--- src/rtl/exec_pkg.sv ---
// Shared types and constants for the execute/memory stage and its function unit.
package exec_pkg;

  typedef enum logic [1:0] {
    ST_IDLE = 2'd0,
    ST_REQ  = 2'd1,
    ST_WAIT = 2'd2,
    ST_DONE = 2'd3
  } state_t;

  // Bit positions inside the 4-bit flag word {V,C,N,Z}.
  localparam int FLAG_V = 3;
  localparam int FLAG_C = 2;
  localparam int FLAG_N = 1;
  localparam int FLAG_Z = 0;

  localparam logic ERR_NONE = 1'b0;
  localparam logic ERR_SET  = 1'b1;
  localparam logic WB_NONE  = 1'b0;
  localparam logic WB_REG   = 1'b1;

  // Function-unit operation selects (fs field).
  localparam logic [3:0] FS_ADD = 4'd0;
  localparam logic [3:0] FS_SUB = 4'd1;
  localparam logic [3:0] FS_AND = 4'd2;
  localparam logic [3:0] FS_OR  = 4'd3;
  localparam logic [3:0] FS_XOR = 4'd4;
  localparam logic [3:0] FS_SLL = 4'd5;
  localparam logic [3:0] FS_SRL = 4'd6;
  localparam logic [3:0] FS_SRA = 4'd7;
  localparam logic [3:0] FS_SLT = 4'd8;

  // Upper-immediate opcode: the unit just forwards operand B.
  localparam logic [6:0] OPC_LUI = 7'h37;

endpackage

--- src/rtl/exec_mem_stage_function_unit.sv ---
// Combinational 32-bit function unit: arithmetic, logic, shifts, set-less-than.
// Carry/overflow are meaningful only for add/sub; N and Z track the result.
module FunctionUnit
  import exec_pkg::*;
(
  input  logic [6:0]  opcode,
  input  logic [3:0]  fs,
  input  logic [4:0]  sh,
  input  logic [31:0] a,
  input  logic [31:0] b,
  output logic [31:0] fout,
  output logic [3:0]  flags
);

  // Select the operation result and its carry/overflow.
  always_comb begin
    logic [32:0] sum;
    logic [32:0] diff;
    logic        c;
    logic        v;
    sum  = {1'b0, a} + {1'b0, b};
    diff = {1'b0, a} + {1'b0, ~b} + 33'd1;
    fout = 32'd0;
    c    = 1'b0;
    v    = 1'b0;
    if (opcode == OPC_LUI) begin
      fout = b;
    end else begin
      case (fs)
        FS_ADD: begin
          fout = sum[31:0];
          c    = sum[32];
          v    = (a[31] == b[31]) && (sum[31] != a[31]);
        end
        FS_SUB: begin
          fout = diff[31:0];
          c    = diff[32];
          v    = (a[31] != b[31]) && (diff[31] != a[31]);
        end
        FS_AND:  fout = a & b;
        FS_OR:   fout = a | b;
        FS_XOR:  fout = a ^ b;
        FS_SLL:  fout = a << sh;
        FS_SRL:  fout = a >> sh;
        FS_SRA:  fout = $unsigned($signed(a) >>> sh);
        FS_SLT:  fout = {31'd0, ($signed(a) < $signed(b))};
        default: fout = b;
      endcase
    end
    flags         = 4'd0;
    flags[FLAG_V] = v;
    flags[FLAG_C] = c;
    flags[FLAG_N] = fout[31];
    flags[FLAG_Z] = (fout == 32'd0);
  end

endmodule

--- src/rtl/exec_mem_stage.sv ---
// Execute/memory stage: one op in flight. ALU ops finish in one cycle; loads and
// stores go through a req/gnt/rvalid port with a bounded wait for read data.
// Handshakes: a transfer happens on a rising edge where valid & ready are both 1;
// in_ready depends only on state and out_ready; out_* hold while out_valid & !out_ready.
module exec_mem_stage
  import exec_pkg::*;
#(
  parameter int DATA_W    = 32,
  parameter int ADDR_W    = 11,
  parameter int BYTE_ADDR = 0,
  parameter int TIMEOUT   = 255
) (
  input  logic              clk,
  input  logic              rst_n,
  input  logic              in_valid,
  output logic              in_ready,
  input  logic [6:0]        in_opcode,
  input  logic [3:0]        in_fs,
  input  logic [4:0]        in_sh,
  input  logic [DATA_W-1:0] in_bus_a,
  input  logic [DATA_W-1:0] in_bus_b,
  input  logic              in_mr,
  input  logic              in_mw,
  input  logic [4:0]        in_rd,
  output logic              out_valid,
  input  logic              out_ready,
  output logic [DATA_W-1:0] out_data,
  output logic [4:0]        out_rd,
  output logic              out_wb,
  output logic [3:0]        out_flags,
  output logic              out_err,
  output logic              dm_req,
  output logic              dm_we,
  output logic [ADDR_W-1:0] dm_addr,
  output logic [DATA_W-1:0] dm_wdata,
  input  logic              dm_gnt,
  input  logic              dm_rvalid,
  input  logic [DATA_W-1:0] dm_rdata
);

  localparam int CNT_W = $clog2(TIMEOUT + 1);

  state_t              state, state_d;
  logic [CNT_W-1:0]    cnt, cnt_d;
  logic [DATA_W-1:0]   data_d, wdata_d;
  logic [4:0]          rd_d;
  logic                wb_d, err_d, req_d, we_d;
  logic [3:0]          flags_d;
  logic [ADDR_W-1:0]   addr_d;
  logic [ADDR_W-1:0]   word_addr;
  logic                misaligned;
  logic                accept;
  logic [31:0]         fu_out;
  logic [3:0]          fu_flags;

  FunctionUnit u_fu (
    .opcode (in_opcode),
    .fs     (in_fs),
    .sh     (in_sh),
    .a      (32'(in_bus_a)),
    .b      (32'(in_bus_b)),
    .fout   (fu_out),
    .flags  (fu_flags)
  );

  // Byte addressing drops the two low bits and flags them when non-zero.
  generate
    if (BYTE_ADDR != 0) begin : g_byte_addr
      assign word_addr  = in_bus_a[ADDR_W+1:2];
      assign misaligned = |in_bus_a[1:0];
    end else begin : g_word_addr
      assign word_addr  = in_bus_a[ADDR_W-1:0];
      assign misaligned = 1'b0;
    end
  endgenerate

  assign in_ready  = (state == ST_IDLE) || ((state == ST_DONE) && out_ready);
  assign accept    = in_valid && in_ready;
  assign out_valid = (state == ST_DONE);

  // Next-state and next-register values; everything holds unless changed below.
  always_comb begin
    state_d = state;
    cnt_d   = cnt;
    data_d  = out_data;
    rd_d    = out_rd;
    wb_d    = out_wb;
    flags_d = out_flags;
    err_d   = out_err;
    req_d   = dm_req;
    we_d    = dm_we;
    addr_d  = dm_addr;
    wdata_d = dm_wdata;
    case (state)
      ST_IDLE, ST_DONE: begin
        if (accept) begin
          rd_d    = in_rd;
          data_d  = '0;
          flags_d = '0;
          wb_d    = WB_NONE;
          err_d   = ERR_NONE;
          if ((in_mr && in_mw) || ((in_mr || in_mw) && misaligned)) begin
            err_d   = ERR_SET;
            state_d = ST_DONE;
          end else if (in_mr || in_mw) begin
            req_d   = 1'b1;
            we_d    = in_mw;
            addr_d  = word_addr;
            wdata_d = in_mw ? in_bus_b : '0;
            state_d = ST_REQ;
          end else begin
            data_d  = DATA_W'(fu_out);
            flags_d = fu_flags;
            wb_d    = WB_REG;
            state_d = ST_DONE;
          end
        end else if ((state == ST_DONE) && out_ready) begin
          state_d = ST_IDLE;
        end
      end
      ST_REQ: begin
        if (dm_gnt) begin
          req_d = 1'b0;
          we_d  = 1'b0;
          if (dm_we) begin
            state_d = ST_DONE;
          end else if (dm_rvalid) begin
            data_d  = dm_rdata;
            wb_d    = WB_REG;
            state_d = ST_DONE;
          end else begin
            cnt_d   = '0;
            state_d = ST_WAIT;
          end
        end
      end
      ST_WAIT: begin
        cnt_d = cnt + CNT_W'(1);
        if (dm_rvalid) begin
          data_d  = dm_rdata;
          wb_d    = WB_REG;
          state_d = ST_DONE;
        end else if (cnt == CNT_W'(TIMEOUT - 1)) begin
          err_d   = ERR_SET;
          state_d = ST_DONE;
        end
      end
      default: state_d = ST_IDLE;
    endcase
  end

  // State, counter and all registered outputs.
  always_ff @(posedge clk or negedge rst_n) begin
    if (!rst_n) begin
      state     <= ST_IDLE;
      cnt       <= '0;
      out_data  <= '0;
      out_rd    <= '0;
      out_wb    <= 1'b0;
      out_flags <= '0;
      out_err   <= 1'b0;
      dm_req    <= 1'b0;
      dm_we     <= 1'b0;
      dm_addr   <= '0;
      dm_wdata  <= '0;
    end else begin
      state     <= state_d;
      cnt       <= cnt_d;
      out_data  <= data_d;
      out_rd    <= rd_d;
      out_wb    <= wb_d;
      out_flags <= flags_d;
      out_err   <= err_d;
      dm_req    <= req_d;
      dm_we     <= we_d;
      dm_addr   <= addr_d;
      dm_wdata  <= wdata_d;
    end
  end

endmodule
--- config.mk ---
export PLATFORM = sky130hd
export DESIGN_NAME = exec_mem_stage
export DESIGN_NICKNAME = d
export VERILOG_FILES = /design/src/rtl/exec_pkg.sv /design/src/rtl/exec_mem_stage_function_unit.sv /design/src/rtl/exec_mem_stage.sv
export SDC_FILE = /design/constraint.sdc
export NUM_CORES = 1
export LEC_CHECK = 0
export BUFFER_PORTS_ARGS = -buffer_cell sky130_fd_sc_hd__buf_2
export CAP_MARGIN = 20
export CELL_PAD_IN_SITES_DETAIL_PLACEMENT = 1
export CELL_PAD_IN_SITES_GLOBAL_PLACEMENT = 2
export CORE_MARGIN = 1.5
export CORE_UTILIZATION = 32
export CTS_CLUSTER_DIAMETER = 60
export DETAILED_ROUTE_END_ITERATION = 6
export GPL_TIMING_DRIVEN = 1
export PLACE_DENSITY_LB_ADDON = 0.25
export SYNTH_ARGS = -nofsm -noshare
export SYNTH_HDL_FRONTEND = slang
export SYNTH_SLANG_ARGS = --single-unit
--- constraint.sdc ---
create_clock -name clk -period 2.6 [get_ports clk]
set_clock_uncertainty 0.15 [all_clocks]
set_input_delay 0.78 -clock clk [delete_from_list [all_inputs] [get_ports clk]]
set_output_delay 0.78 -clock clk [all_outputs]
set_load 0.05 [all_outputs]
==> results of run 1 <==
-- power by group through the flow --
stage                     sequential, W  clock, W  combinational, W
after floorplan                 0.00429         0           0.00354
after global placement          0.00248         0           0.00862
after detailed placement        0.00252         0           0.00881
after CTS                       0.00250   0.00145           0.00934
after global routing            0.00257   0.00149            0.0103
final                           0.00250   0.00141           0.00977
-- state kept, by name, summed over array words and instances (netlist names) --
name,flops
state,2
dm_req,1
out_data,32
out_err,1
out_flags,4
dm_we,1
dm_wdata,32
out_rd,5
cnt,8
out_wb,1
dm_addr,11
-- worst max-delay path: stages --
cell       delay, ns
buf_16          0.10
buf_12          0.12
buf_6           0.13
buf_4           0.12
mux4_2          0.51
mux2_4          0.30
nand3_1         0.09
or4b_4          0.49
a211oi_4        0.29
nor4bb_4        0.26
o21bai_1        0.18
o211a_1         0.26
o2111ai_2       0.17
nor4_4          0.28
a21o_1          0.11
-- how the worst min path moves through the flow --
| stage | from | to | slack, ns | depth (start not counted) |
|---|---|---|---|---|
| after CTS | rst_n | out_err | 0.15 | 1 |
| final | rst_n | dm_we | 0.15 | 1 |
| after detailed placement | dm_wdata[8] | dm_wdata[8] | 0.32 | 2 |
| after global routing | rst_n | dm_req | 0.16 | 1 |
| after floorplan | rst_n | cnt[0] | 0.33 | 0 |
| after global placement | dm_wdata[6] | dm_wdata[6] | 0.31 | 2 |
-- kinds of logic after synthesis --
| kind of cell | share of synthesized area [%] |
|---|---|
| flip-flops | 16.0 |
| buffers and inverters | 8.04 |
| multiplexers | 19.2 |
| XOR/XNOR | 1.14 |
| adder cells (fa/ha/maj) | 8.73 |
| AO/OA/AOI/OAI | 27.6 |
| AND/OR/NAND/NOR | 19.4 |
-- layout by cell type, fill, tap and decap left out, drive strengths merged, types with 31 or more instances in the layout --
cell type,netlist,final
buf,53,1072
nand2,230,230
nor2,137,137
o21ai,134,134
inv,124,122
a21oi,109,109
ha,104,104
dfrtp,98,98
mux2i,87,87
mux4,74,74
nor3,54,54
o31ai,51,51
mux2,36,36
nand3,31,31
-- stage by stage --
step	total power, W	instances
final	0.0137	3493
after global routing	0.0143	3491
after CTS	0.0133	3463
after detailed placement	0.0113	3397
after global placement	0.0111	3397
after floorplan	0.00782	1964
-- cell usage after synthesis (all sizes together), types with 12 or more instances --
library cell  instances
nor3                 54
nor4                 15
a21oi               109
nand4                21
nand2               230
dfrtp                98
nor2b                25
clkbuf              127
ha                  104
inv                 124
mux4                 74
mux2i                87
a22oi                27
nand2b               20
or2                  12
and3                 16
o22ai                19
xnor2                13
o21ai               134
a221oi               26
a21o                 23
a211oi               28
nand3                31
buf                  53
mux2                 36
nor2                137
a31oi                20
o211ai               28
o31ai                51
-- cell type report --
type	count	area [sq um]	area share (%)
multi-input combinational	1562	13800	52.5
clock inverter	6	61.3	0.233
tap	615	769	2.92
clock buffer	10	239	0.907
inverter	124	518	1.97
timing repair buffer	1075	8450	32.1
antenna	3	7.51	0.0285
sequential	98	2450	9.31
-- per-layer routing --
metal	share of wire [%]	track usage [%]
met5	0	0
met4	5.2	15.7
met3	6.0	4.44
met2	48	63.4
met1	41	48.1
-- what timing repair did --
action / in CTS / in global routing
resized for setup: 315 / 151
hold endpoints to repair: 0 / 0
cloned: 1 / 2
buffers inserted: 58 / 38
setup endpoints to repair: 36 / 36
pin swaps: 132 / 98
==> flow_summary.toml, run 1 <==
[status]
status = "finished, violations left"
violations = "setup timing"

[timing]
holdWs_ns = 0.151
setup_violations = 36
slew_headroom_pct = 49.6
post-route-min-period_ns = 4.02
hold_violations = 0
max_freq_mhz = 249
final_max_slew_viol_count = 0
finalCritPeriodShare_pct = 155
tns_ns = -30.69
setup_ws_ns = -1.42
tightest_slew_ns = 0.746
rsz0062_at_grt = "true"

[worst_setup_path]
crit_type = "in -> reg"
start_kind = "input port"
critPathLaunch = "in_sh[1]"
crit_required_ns = 2.79
reg2reg_depth = 14
arrival_ns = 4.21
r2r-end = "out_flags[0]"
cp-end-kind = "flop"
reg2reg_slack_ns = -0.18
crit_end = "out_flags[0]"
r2r_start = "state[0]"
critPathMaxFanout = 6

[global_route]
grt_max_degree = 59
track_usage_pct = 37.4
grt_pass1_vias = 21600
overflow = 0
grt_pass1_wl_um = 139000
antenna_found_initial = 1

[synthesis]
ys_seq_area_share_pct = 16.0
netlist.area_leader.share_pct = 16.0
synth_area_leaders = "dfrtp_1, mux4_2, ha_1"
syn_area_sq_um = 15400
ys.flop_type = "dfrtp_1"
synth_edf_count = 0
synth_top_area_cell = "dfrtp_1"
syn_area_per_cell_sq_um = 7.83
synth-seq-cells = 98
synth_warnings = 0
async_reset_ff_share_pct = 100
synth_nets = 2195
synthCells = 1964
ys_types = 92

[floorplan]
fp.dieArea_sq_um = 49400
die_w_um = 222
fp.dieH_um = 222
start_util_pct = 32.3
core_area_sq_um = 47500
io_pins = 215
rows = 80

[pwr]
swShare_pct = 52.4
intPower_w = 0.00651
p_clk_share_pct = 10.3
p_leak_nw = 12.0
seqPwrFrac_pct = 18.3
combPwrFrac_pct = 71.4
power.density_nw_per_um2 = 519
p_sw_w = 0.00716
peakVddDrop_mv = 0.529

[placement]
gp_congestion = 1.01
preCtsSetupSlack_ns = -2.34
placed_cell_area_sq_um = 23300
numPortBuffers = 214
dp_hpwl_um = 77100

[cells_and_area]
fillers = 5563
syn_to_final_growth_pct = 71.4
finish.utilization_pct = 55.4
stdcell_area_sq_um = 26300
drive_gt1_share_pct = 53.5
nNetsFinal = 3101

[clock_tree]
cts_tree = "done"
clock_latency_ns = 0.39
clock-sinks = 98
cts_hold_buf = 0
clockBufferDepth = 2
clk_pin_slew_ns = 0.08
htreeDepth = 3
cts_buffers = 9
clockRootBuffer = "clkbuf_16"

[drt]
routed_wl_um = 96500
drt_first_iter_violations = 1453
viasPerCell = 5.94
num_vias = 20800
drt_pass1_iterations = 5
post_drt_wl_per_cell_um = 27.6
ant_nets = 0
drc = 0

[worst_hold_path]
min_path_type = "in -> async"

[run]
drv_cap = 0
(Power assumes the default switching activity.)
==> inputs of run 2 (changes only) <==
- MAX_ROUTING_LAYER: not set -> met4
==> flow_summary.toml, run 2 (synthesis results as in run 1) <==
[status]
status = "finished, violations left"
violations = "DRC, setup timing"

[cells_and_area]
multi_input_area_sq_um = 13700
fillers = 5554
syn_to_final_growth_pct = 71.8
final_cell_mix = "buf_4, nand2_1, buf_2"
nNetsFinal = 3107
drive_gt1_share_pct = 52.7
top_regs = "dm_wdata: 32 flops, out_data: 32 flops, dm_addr: 11 flops"
fin_cells = 3496
final_common_cell = "buf_4"
seqCellArea_sq_um = 2450
finish.utilization_pct = 55.5

[clock_tree]
clockBufferDepth = 2
cts_tree = "done"
clockRootBuffer = "clkbuf_16"
clock-sinks = 98
htreeDepth = 3
clock_latency_ns = 0.41
cts_buffers = 9
clk_pin_slew_ns = 0.08

[global_route]
track_usage_pct = 39.2
use_met2_pct = 63.9
grt_max_degree = 59
gr-usage-met1_pct = 47.7
grt_use_met3_pct = 6.19
antenna_found_initial = 3
grt_pass1_wl_um = 141000
grt_pass1_vias = 21800
overflow = 0
top_usage_layer = "met2"

[placement]
numPortBuffers = 214
dp_hpwl_um = 77500
place_inst = 3393
gp_congestion = 0.998

[run]
drv_cap = 0

[timing]
hold_violations = 0
setup_ws_ns = -1.53
finalCritPeriodShare_pct = 159
setup_violations = 36
tightest_slew_ns = 0.773
holdWs_ns = 0.0970
final_max_slew_viol_count = 0
post-route-min-period_ns = 4.13
rsz0062_at_grt = "true"
max_freq_mhz = 242
slew_headroom_pct = 48.3

[floorplan]
fp.dieH_um = 222
rows = 80
core_area_sq_um = 47500
die_w_um = 222
fp.dieArea_sq_um = 49400
start_util_pct = 32.3
io_pins = 215

[worst_setup_path]
crit_type = "in -> reg"
cp-end-kind = "flop"
arrival_ns = 4.32
path_cells = "buf_12 -> inv_12 -> ha_4 -> fa_2 -> o21ba_4 -> or4_4 -> buf_4 -> a21boi_4 -> o21ai_2 -> xnor2_1 -> a221oi_2 -> a2bb2o_2 -> a2111oi_4 -> nand4_1 -> nor4_2 -> a21o_1"
cp_top_family = "compound AO/OA/AOI/OAI gates"
crit_buf_inv = 3
crit_required_ns = 2.79
critPathMaxFanout = 3
slowest_delay_ns = 0.54
start_kind = "input port"
worst_path_max_delay_cell = "or4_4"

[pwr]
peakVddDrop_mv = 0.550
p_leak_nw = 12.0
power.density_nw_per_um2 = 518

[drt]
drt_first_iter_violations = 1456
post_drt_wl_per_cell_um = 27.6
routed_wl_um = 96500
viasPerCell = 5.93
drc = 8
num_vias = 20700
drt_pass1_iterations = 7
ant_nets = 0

[worst_hold_path]
min_path_type = "in -> async"
==> run 2: repair_timing <==
action                     CTS  global route
hold buffers                 0             0
buffers inserted            76            25
pin swaps                   97            86
setup endpoints to repair   36            37
hold endpoints to repair     0             0
gates resized for setup    346           129
cloned                       2             0
==> run 2: area by class of cell <==
cell class,instances,area share (%)
diodes,1,0.00948
clock buffers,10,0.867
clock inverters,5,0.237
inverters,124,2.02
multi-input cells,1562,51.9
flip-flops and latches,98,9.29
well taps,615,2.91
repair buffers,1081,32.8
==> run 2: per-stage QoR <==
stage	TNS, ns	setup slack [ns]	area, sq um	power, W
after global routing	-35.40	-1.63	26400	0.0143
after floorplan	-23.34	-1.42	16400	0.00782
after global placement	-52.60	-2.26	23400	0.0111
final	-32.23	-1.53	26400	0.0137
after CTS	-31.32	-1.61	25700	0.0133
after detailed placement	-55.25	-2.31	23400	0.0113
==> run 2: power by group <==
group / leakage, nW / switching, W / total (W) / internal (W)
clock: 0.136 / 0.000705 / 0.00145 / 0.000747
combinational: 10.7 / 0.00604 / 0.00973 / 0.00369
sequential: 1.25 / 0.000360 / 0.00249 / 0.00213
total: 12.0 / 0.00710 / 0.0137 / 0.00657
==> run 2: per-layer routing <==
layer / vias up / wire (um)
met4: 0 / 4890
li1: 9185 / -
met5: - / 0
met1: 10400 / 39300
met2: 867 / 46000
met3: 246 / 6370
==> run 2: final timing paths <==
path                               from      endpoint  slack (ns)  cells after the start
min in group clk           dm_wdata[11]  dm_wdata[11]        0.32                      2
max reg2reg                    state[0]  out_flags[0]       -0.32                     11
max in group asynchronous         rst_n        cnt[0]        1.66                      2
max                         in_bus_a[0]  out_flags[0]       -1.53                     16
min                               rst_n        cnt[3]         0.1                      1
min reg2reg                dm_wdata[11]  dm_wdata[11]        0.32                      2
